[src/rtl/bin2bcd_seq.sv]
// bin2bcd_seq: iterative 8-bit binary to 3-digit BCD converter (double dabble).
// The digit outputs only update on the final load cycle, so a downstream
// display scanner never sees partially converted values.
module bin2bcd_seq (
  input  logic       clk,
  input  logic       rst_n,
  input  logic       start,
  input  logic [7:0] bin,
  output logic       busy,
  output logic       done,
  output logic [3:0] digit0,
  output logic [3:0] digit1,
  output logic [3:0] digit2
);

  typedef enum logic [1:0] {IDLE, SHIFT, LOAD} state_t;

  state_t      state_q, state_d;
  logic [7:0]  sh_bin_q, sh_bin_d;
  logic [11:0] sh_bcd_q, sh_bcd_d;
  logic [3:0]  cnt_q, cnt_d;
  logic [11:0] dig_q, dig_d;
  logic        done_q, done_d;
  logic [11:0] bcd_corr;

  // Add-3 correction applied per nibble; no carry crosses nibble boundaries.
  always_comb begin
    bcd_corr = sh_bcd_q;
    for (int i = 0; i < 3; i++) begin
      if (sh_bcd_q[4*i +: 4] >= 4'd5)
        bcd_corr[4*i +: 4] = sh_bcd_q[4*i +: 4] + 4'd3;
    end
  end

  // Next-state and datapath control for the IDLE -> SHIFT x8 -> LOAD sequence.
  always_comb begin
    state_d  = state_q;
    sh_bin_d = sh_bin_q;
    sh_bcd_d = sh_bcd_q;
    cnt_d    = cnt_q;
    dig_d    = dig_q;
    done_d   = 1'b0;
    case (state_q)
      IDLE: begin
        if (start) begin
          sh_bin_d = bin;
          sh_bcd_d = 12'd0;
          cnt_d    = 4'd0;
          state_d  = SHIFT;
        end
      end
      SHIFT: begin
        // Binary MSB shifts into the BCD LSB; correction precedes each shift,
        // so nothing is corrected after the eighth shift.
        sh_bcd_d = {bcd_corr[10:0], sh_bin_q[7]};
        sh_bin_d = {sh_bin_q[6:0], 1'b0};
        cnt_d    = cnt_q + 4'd1;
        if (cnt_q == 4'd7) state_d = LOAD;
      end
      LOAD: begin
        dig_d   = sh_bcd_q;
        done_d  = 1'b1;
        state_d = IDLE;
      end
      default: state_d = IDLE;
    endcase
  end

  // State and datapath registers; reset aborts any conversion in flight.
  always_ff @(posedge clk) begin
    if (!rst_n) begin
      state_q  <= IDLE;
      sh_bin_q <= 8'd0;
      sh_bcd_q <= 12'd0;
      cnt_q    <= 4'd0;
      dig_q    <= 12'd0;
      done_q   <= 1'b0;
    end else begin
      state_q  <= state_d;
      sh_bin_q <= sh_bin_d;
      sh_bcd_q <= sh_bcd_d;
      cnt_q    <= cnt_d;
      dig_q    <= dig_d;
      done_q   <= done_d;
    end
  end

  assign busy   = (state_q != IDLE);
  assign done   = done_q;
  assign digit2 = dig_q[11:8];
  assign digit1 = dig_q[7:4];
  assign digit0 = dig_q[3:0];

endmodule

[config.mk]
export PLATFORM = sky130hd
export DESIGN_NAME = bin2bcd_seq
export DESIGN_NICKNAME = d
export VERILOG_FILES = /design/src/rtl/bin2bcd_seq.sv
export SDC_FILE = /design/constraint.sdc
export NUM_CORES = 1
export LEC_CHECK = 0
export BUFFER_PORTS_ARGS = -buffer_cell sky130_fd_sc_hd__buf_4
export CORE_MARGIN = 2
export CORE_UTILIZATION = 50
export CTS_CLUSTER_DIAMETER = 80
export DETAILED_ROUTE_END_ITERATION = 12
export GPL_TIMING_DRIVEN = 0
export PLACE_DENSITY = 0.72
export SYNTH_ARGS = -nofsm -noshare
export SYNTH_HDL_FRONTEND = slang
export SYNTH_SLANG_ARGS = --single-unit
[constraint.sdc]
create_clock -name clk -period 2.6 [get_ports clk]
set_input_delay 0.52 -clock clk [delete_from_list [all_inputs] [get_ports clk]]
set_output_delay 0.52 -clock clk [all_outputs]
set_load 0.005 [all_outputs]
Word-level counts from Yosys, hierarchy flattened. Index checks and enable logic that the tools add are counted.

Bits in registers: 39. Bits in latches: 0. Bits in writable memories: 0. Memory bits (read-only): 0. Bits of input ports: 11. Output and inout bits: 14. Word-level logic and storage cells: 36. Memories: 0.

Add/subtract/negate cells: 4. Multipliers: 0. Div/mod/pow operators: 0. $lt $le $gt $ge: 3. Equal/unequal tests: 5. Shifts and indexed selects: 0. Multiplexer cells: 13. Bitwise gates (word level): 0. Reduce and logical (&&, ||, !) cells: 5.

Operators by type and width (number): $pmux 12 s2 (1); $pmux 8 s2 (1); $ge 4x3->1 const B (3); $mux 12 (1); $mux 4 (3); $add 4x2->4 const B (2); $mux 8 (1); $pmux 4 s2 (1); $add 4x1->4 const B (1); $eq 4x3->1 const B (1); $mux 2 (2); $ne 2x2->1 const B (2); $pmux 2 s2 (1); $reduce_and 2->1 (2); $reduce_bool 2->1 (2); $add 3x2->3 const B (1); $mux 3 (1); $eq 2x1->1 const B (1); $eq 2x2->1 const B (1); $logic_not 2->1 (1); $mux 1 (1).

Logic depth before layout (Yosys ltp). Gate-level depths: netlist of run 1.

Depth after elaboration: 3. Gate-level depth with buffers: 6. Mapped depth without buffers: 6.

Least setup slack after synthesis of run 1. Ideal clock, no wire load.

Path kind: input-to-reg. Start: in start. End: reg sh_bcd_q[10]. Data arrival time: 1.273 ns. Required time: 2.483 ns. Slack: 1.210 ns. Stages: 5. Buffers on the path: 2. Cell sequence: buf_2 o21bai_4 and2_4 buf_6 a22o_1.

Cells in the longest elaborated chain, start to end: 2.

RTL lines: start: declaration (RTL line 7) `input logic start,`; $ne 2x2->1 (no line); $reduce_and 2->1 (no line); end signal: assignment (RTL line 74) `sh_bcd_q <= 12'd0;`; end signal: assignment (RTL line 81) `sh_bcd_q <= sh_bcd_d;`; end: declaration (RTL line 20) `logic [11:0] sh_bcd_q, sh_bcd_d;`.

No other way between the ends. A chain may end at the register's enable or synchronous reset.

Final worst setup path of run 1.
Start: reg state_q[1]. End: out busy.

Cells in the longest elaborated chain, start to end: 1.

RTL lines: start: declaration (RTL line 18) `state_t state_q, state_d;`; start signal: assignment (RTL line 79) `state_q <= state_d;`; $reduce_bool 2->1 (RTL line 88) `assign busy = (state_q != IDLE);`; end: declaration (RTL line 9) `output logic busy,`.

No other way between the ends.

==> metrics.txt, run 1 <==
WHS Endpoint=sh_bin_q[4]$_SDFFE_PN0P_; post-detail-place hpwl=2.62 mm; EDFF count, synth=0; Most Frequent Cell on Critical Path=buf_4; Final Non-Filler Cells=275; initial detailed-routing violation count=62; synth warn=0; die width=63.2 um; cts bufs inserted=5; RSZ-0062 raised after global routing=no; ant diodes=0; VDD IR max=0.000260 V; # fillers=310; die area=4000 um2; Top Ports=25; largest net degree at the start of global routing=12; FF+latch count, synth=39; WHS Path Cells=3; Sinks on Clock Net=39; Detailed Routing Iterations Pass 1=4; CP Launch Type=flip-flop; asr flop ratio synth=0%; Mapped Avg Cell Area=8.81 um2; Hold Crit Class=input port to flip-flop; WL/cell=13.3 um; total grt overflow=0; H-tree depth=2; sum of negative setup slack=0 ns; area added between synthesis and finish=16.3%; Resized cells post-CTS=0; CP Data Arrival Time=1.17 ns; PD cells=516 nW/um2; endpoint type of the worst setup path=output pin; Die Y=63.2 um; Final Slew Violations=0; PortBufs=23; part of the cycle the worst path needs=65.1%; most common flop cell mapped by yosys=dfxtp_1; Mapped Nets=217; clk root buf=clkbuf_4; Cell Area, Synth=1750 um2; routed vias/inst=5.24; Post-Place Cells=268; Critical Path, Cell by Cell=buf_4 > nor2_1 > inv_1 > buf_4; Critical Path RT=2.08 ns; Worst R2R End=sh_bcd_q[6]$_SDFFE_PN0P_; Worst Reg-to-Reg Cells=6; R2R setup slack=1.07 ns; post-layout util=60.6%; Fmax achieved=591 MHz; Clock Skews=0.00936 ns; hold_buf cts=0; Placed Area=1980 um2; Final Net Count=247; max_cap viols=0; Worst path slowest cell=dfxtp_1; sequential-to-total area share from yosys stat=44.5%; TritonCTS clock tree=done; global-route wire length before repair=6.07 mm; Longest Clk Path Bufs=2; status=finished, final reports clean; antenna violation net count after detailed routing=0; worst r2r src=sh_bcd_q[5]$_SDFFE_PN0P_; max_slew headroom=72.1%; gr usage total=19.6%; Placer Congestion=0.761; row count=21; vias in the first global route=1398; Vias=1441; endpoints failing setup=0; Cells after Synth=199; core area=3360 um2; post-synth cell types=32; remaining design rule violation count=0; clock-pin slew on the worst setup and hold paths=0.11 ns; Clk Latency, worst-skew pair=0.35 ns; Starting Density=52.1%; drt total wl=3.65 mm; Final Hold Fails=0; total setup buffers inserted after CTS=0; biggest cell delay along the critical path=0.34 ns; Slew @ Worst Pin=0.418 ns; Hold Slack=0.370 ns; layout cells sized above 1=17.9%; Design Area, Final=2040 um2; leak pwr=0.845 nW; initial antenna violation count=0; crit path kind=flip-flop to output pin; Hold Startpoint=bin[4]; minimum clock period=1.69 ns; Max FO, Critical Path=10
worst max-delay path by stage:
stage | start | endpoint | slack (ns) | cells after the start
global placement | rst_n | sh_bin_q[6]$_SDFFE_PN0P_ | 0.93 | 5
floorplan | start | sh_bcd_q[10]$_SDFFE_PN0P_ | 1.21 | 5
finish | state_q[1]$_SDFFE_PN0P_ | busy | 0.91 | 4
CTS | state_q[1]$_SDFFE_PN0P_ | busy | 0.90 | 4
global route | state_q[1]$_SDFFE_PN0P_ | busy | 0.86 | 4
detailed placement | rst_n | sh_bin_q[6]$_SDFFE_PN0P_ | 0.91 | 5
flip-flops by register name, indices dropped and copies added, names as in the netlist:
name	count
cnt_q	4
dig_q	12
done	1
sh_bcd_q	12
sh_bin_q	8
state_q	2
layout make-up:
type | instances | area, um2 | share of cell area [%]
Buffer | 10 | 66.3 | 3.25
Clock buffer | 6 | 51.3 | 2.52
Clock inverter | 1 | 5.00 | 0.245
Inverter | 11 | 41.3 | 2.02
Multi-Input combinational cell | 139 | 865 | 42.4
Sequential cell | 39 | 781 | 38.3
Tap cell | 46 | 57.6 | 2.82
Timing Repair Buffer | 23 | 173 | 8.47
cell usage after synthesis (all sizes together) (2+ instances only):
master	n	share of area [%]
dfxtp	39	45
nand2	37	7.9
a21boi	16	6.9
o21ai	16	4.6
inv	11	2.4
nor2	9	1.9
a21oi	8	2.3
a22o	8	4.0
ha	7	5.0
buf	6	2.9
nand3	5	1.4
clkbuf	4	0.86
nand2b	4	1.4
nor3	4	1.1
and2	3	1.4
mux2i	3	1.7
xnor2	3	1.5
a222oi	2	1.1
and3	2	0.71
nand3b	2	0.86
o221ai	2	1.0
o31ai	2	0.86
xor2	2	1.0
placed cells by master, fill, tap and decap left out, drive strengths merged, types with 2 or more instances in the layout:
cell type  instances
a222oi             2
a21boi            16
dfxtp             39
nor3               4
and2               3
ha                 7
buf               29
a21oi              8
clkbuf            10
nand2b             4
o221ai             2
nor2               9
o31ai              2
nand3b             2
o21ai             16
xor2               2
inv               11
a22o               8
nand3              5
and3               2
mux2i              3
nand2             37
xnor2              3
logic make-up (layout without fill, tap and decap cells):
logic type / after synthesis / in the layout / synth area share (%)
compound gates: 57 / 57 / 22.6
xor+xnor: 5 / 5 / 2.50
fa+ha+maj: 7 / 7 / 5.00
buf+inv: 21 / 51 / 6.14
flops: 39 / 39 / 44.5
mux: 3 / 3 / 1.71
simple gates: 67 / 67 / 17.6
worst max-delay path: cells and delay by family, from the launching register on:
| family | cells | cell delay (ns) |
|---|---|---|
| buffers and inverters | 3 | 0.37 |
| flip-flops | 1 | 0.34 |
| AND/OR/NAND/NOR | 1 | 0.12 |
routing by layer:
metal  track usage [%]  share of wire, %  wire length (um)
met1              22.2                44              1600
met3              4.29               4.8               174
met2              34.7                49              1790
met5                 0                 0                 0
met4              9.78               2.1                76
metrics by stage:
| stage | setup slack, ns | total power [mW] |
|---|---|---|
| after floorplan | 1.21 | 0.711 |
| after global placement | 0.929 | 0.744 |
| after detailed placement | 0.914 | 0.748 |
| after CTS | 0.903 | 1.06 |
| after global routing | 0.864 | 1.10 |
| final | 0.907 | 1.05 |
where the power goes:
group | internal (mW) | switching, mW | total [mW]
sequential | 0.614 | 0.0110 | 0.625
clock | 0.125 | 0.194 | 0.319
combinational | 0.0503 | 0.0589 | 0.109
total | 0.790 | 0.263 | 1.05
No activity file was read; power rests on OpenSTA's default activity.
==> run 2: changes to the inputs <==
--- a/config.mk
+++ b/config.mk
@@ -5,6 +5,7 @@
 export SDC_FILE = /design/constraint.sdc
 export NUM_CORES = 1
 export LEC_CHECK = 0
+export ABC_AREA = 1
 export BUFFER_PORTS_ARGS = -buffer_cell sky130_fd_sc_hd__buf_4
 export CORE_MARGIN = 2
 export CORE_UTILIZATION = 50
==> constraint.sdc (replaced) <==
create_clock -name clk -period 1.75 [get_ports clk]
set_input_delay 0.35 -clock clk [delete_from_list [all_inputs] [get_ports clk]]
set_output_delay 0.35 -clock clk [all_outputs]
set_load 0.005 [all_outputs]
==> run 2 against run 1 <==
Design area fell by 1.8%. Combinational power rose by 44%. Count of clock-buffer cells in the layout rose by 1. Critical path type is now flip-flop to flip-flop.
==> metrics.txt, run 2 <==
status=finished, final reports clean; H-tree depth=2 (unchanged); clk root buf=clkbuf_4; minimum clock period=1.41 ns; WHS Path Cells=3 (unchanged); endpoint type of the worst setup path=flip-flop; ant diodes=0 (unchanged); Final Hold Fails=0 (unchanged); TritonCTS clock tree=done; synth warn=0 (unchanged); Post-synth top cells=39 x dfxtp_1, 38 x nand2_1, 35 x a21oi_1; Mapped Nets=243 (+12%); WL/cell=12.2 um (-7.7%); hold_buf cts=0 (unchanged); max_slew headroom=69.0% (-3.1 points); total power=1.54 mW (+46%); Placer Congestion=0.883 (+16%); clock-pin slew on the worst setup and hold paths=0.12 ns (about the same); antenna violation net count after detailed routing=0 (unchanged); global-route wire length before repair=6.18 mm (+1.7%); gr usage total=20.1% (+0.47 points); R2R setup slack=0.34 ns (-0.73 ns); endpoints failing setup=0 (unchanged); most frequent cells in the layout=39 x dfxtp_1, 38 x nand2_1, 35 x a21oi_1, 26 x buf_4; most common flop cell mapped by yosys=dfxtp_1; crit path kind=flip-flop to flip-flop; ranking of synthesized cells by area=dfxtp_1 46%, a21oi_1 10%, nand2_1 8.3%; initial detailed-routing violation count=106 (+71%); Cells after Synth=225 (+13%); Hold Crit Class=input port to flip-flop; WHS Endpoint=sh_bin_q[1]$_SDFFE_PN0P_; max_cap viols=0 (unchanged); EDFF count, synth=0 (unchanged); Clk Latency, worst-skew pair=0.35 ns (about the same); largest net degree at the start of global routing=12 (unchanged); sequential cell area=781 um2 (unchanged); total grt overflow=0 (unchanged); asr flop ratio synth=0% (unchanged); Starting Density=51.8% (-0.31 points); VDD IR max=0.000518 V (+99%); Post-Place Cells=295 (+10%); PD cells=767 nW/um2 (+49%); Final Net Count=274 (+11%); PortBufs=24 (+4.3%); die area=3920 um2 (-2.0%); routed vias/inst=5.24 (about the same); Resized cells post-CTS=0 (unchanged); Vias=1587 (+10%); largest registers=dig_q (12), sh_bcd_q (12), sh_bin_q (8); total setup buffers inserted after CTS=0 (unchanged); Top Ports=25 (unchanged); commonest non-fill, non-tap cell in the layout=dfxtp_1; Die Y=62.6 um (-1.0%); post-detail-place hpwl=2.58 mm (-1.8%); area fraction of the dominant cell type after synthesis=45.5% (+0.97 points); worst r2r src=sh_bcd_q[0]$_SDFFE_PN0P_; Final Slew Violations=0 (unchanged); layout cells sized above 1=17.5% (-0.39 points); Hold Startpoint=bin[1]; FF+latch count, synth=39 (unchanged); RSZ-0062 raised after global routing=no; Detailed Routing Iterations Pass 1=4 (unchanged); sum of negative setup slack=0 ns (unchanged); Fmax achieved=710 MHz; remaining design rule violation count=0 (unchanged); Clock Skews=0.0170 ns (+0.00764 ns); area of the multi-input gates=790 um2 (-8.7%); row count=21 (unchanged); core area=3310 um2 (-1.6%); Mapped Avg Cell Area=7.62 um2 (-13%); count leader, synth=dfxtp_1; sequential-to-total area share from yosys stat=45.5% (+0.97 points); crit path launch=sh_bcd_q[0]$_SDFFE_PN0P_; leak pwr=0.853 nW (+0.92%); CP Data Arrival Time=1.70 ns (+0.53 ns); die width=62.6 um (-1.0%); drt total wl=3.71 mm (+1.7%); Slew @ Worst Pin=0.466 ns (+0.0472 ns); vias in the first global route=1431 (+2.4%); Synth area leader=dfxtp_1; Sinks on Clock Net=39 (unchanged); part of the cycle the worst path needs=80.5%; CP Launch Type=flip-flop; initial antenna violation count=0 (unchanged); post-synth cell types=22 (-31%); Worst R2R End=sh_bcd_q[4]$_SDFFE_PN0P_; # fillers=320 (+3.2%); Cell Area, Synth=1720 um2 (-2.1%); Max FO, Critical Path=5 (-5); Worst Reg-to-Reg Cells=9 (+3); Critical Path RT=2.04 ns (-0.04 ns); Final Non-Filler Cells=303 (+10%); area added between synthesis and finish=16.8%; Longest Clk Path Bufs=2 (unchanged); cts bufs inserted=5 (unchanged)
-- run 2: worst max-delay path: stages, from the launching register on --
cell and delay [ns]:
dfxtp_1 0.41, inv_1 0.13, ha_1 0.23, inv_1 0.06, nand2_1 0.09, nand3_1 0.15, nand2_1 0.07, nor2_1 0.10
nor2_1 0.05, nor2_1 0.09
-- run 2: cell families after synthesis --
family                   count (synthesis)  share of synthesized area, %
AO/OA/AOI/OAI                           69                          20.6
adder cells (fa/ha/maj)                  7                          5.11
buffers and inverters                   32                          8.46
flip-flops                              39                          45.5
AND/OR/NAND/NOR                         78                          20.3
-- run 2: how the worst max path moves through the flow --
stage                                     endpoint  cells past startpoint
after floorplan           sh_bcd_q[4]$_SDFFE_PN0P_                      9
after global placement    sh_bcd_q[4]$_SDFFE_PN0P_                      9
after detailed placement  sh_bcd_q[4]$_SDFFE_PN0P_                      9
after CTS                                     busy                      3
after global routing      sh_bcd_q[4]$_SDFFE_PN0P_                      9
final                     sh_bcd_q[4]$_SDFFE_PN0P_                      9
-- run 2: area by class of cell --
| type | count | share of cell area (%) |
|---|---|---|
| multi-input cells | 154 | 39.4 |
| flip-flops and latches | 39 | 39.0 |
| repair buffers | 24 | 8.99 |
| inverters | 23 | 4.31 |
| plain buffers | 9 | 2.94 |
| well taps | 46 | 2.87 |
| clock buffers | 7 | 2.25 |
| clock inverters | 1 | 0.250 |
-- run 2: per-stage QoR --
stage	cell area [um2]	hold slack [ns]	setup slack [ns]	utilization (%)
2_1_floorplan	1720	0.439	0.576	-
3_3_place_gp	1950	0.447	0.436	59.0
3_5_place_dp	1950	0.451	0.406	59.0
4_1_cts	2000	0.266	0.333	60.5
5_1_grt	2000	0.286	0.223	60.5
6_report	2000	0.270	0.342	60.5
-- run 2: metal layers --
metal	track usage [%]	vias to the layer above	share of wire, %	wire length [um]
met5	0	-	0	0
met4	10.3	0	0.84	31
met2	33.3	27	47	1740
met1	24.4	726	48	1770
li1	-	830	-	-
met3	4.50	4	4.4	165
-- run 2: power breakdown --
group	leakage, nW	switching, mW	internal [mW]
clock network	0.0293	0.294	0.157
logic	0.507	0.0935	0.0639
registers	0.317	0.0154	0.914
total	0.853	0.403	1.13
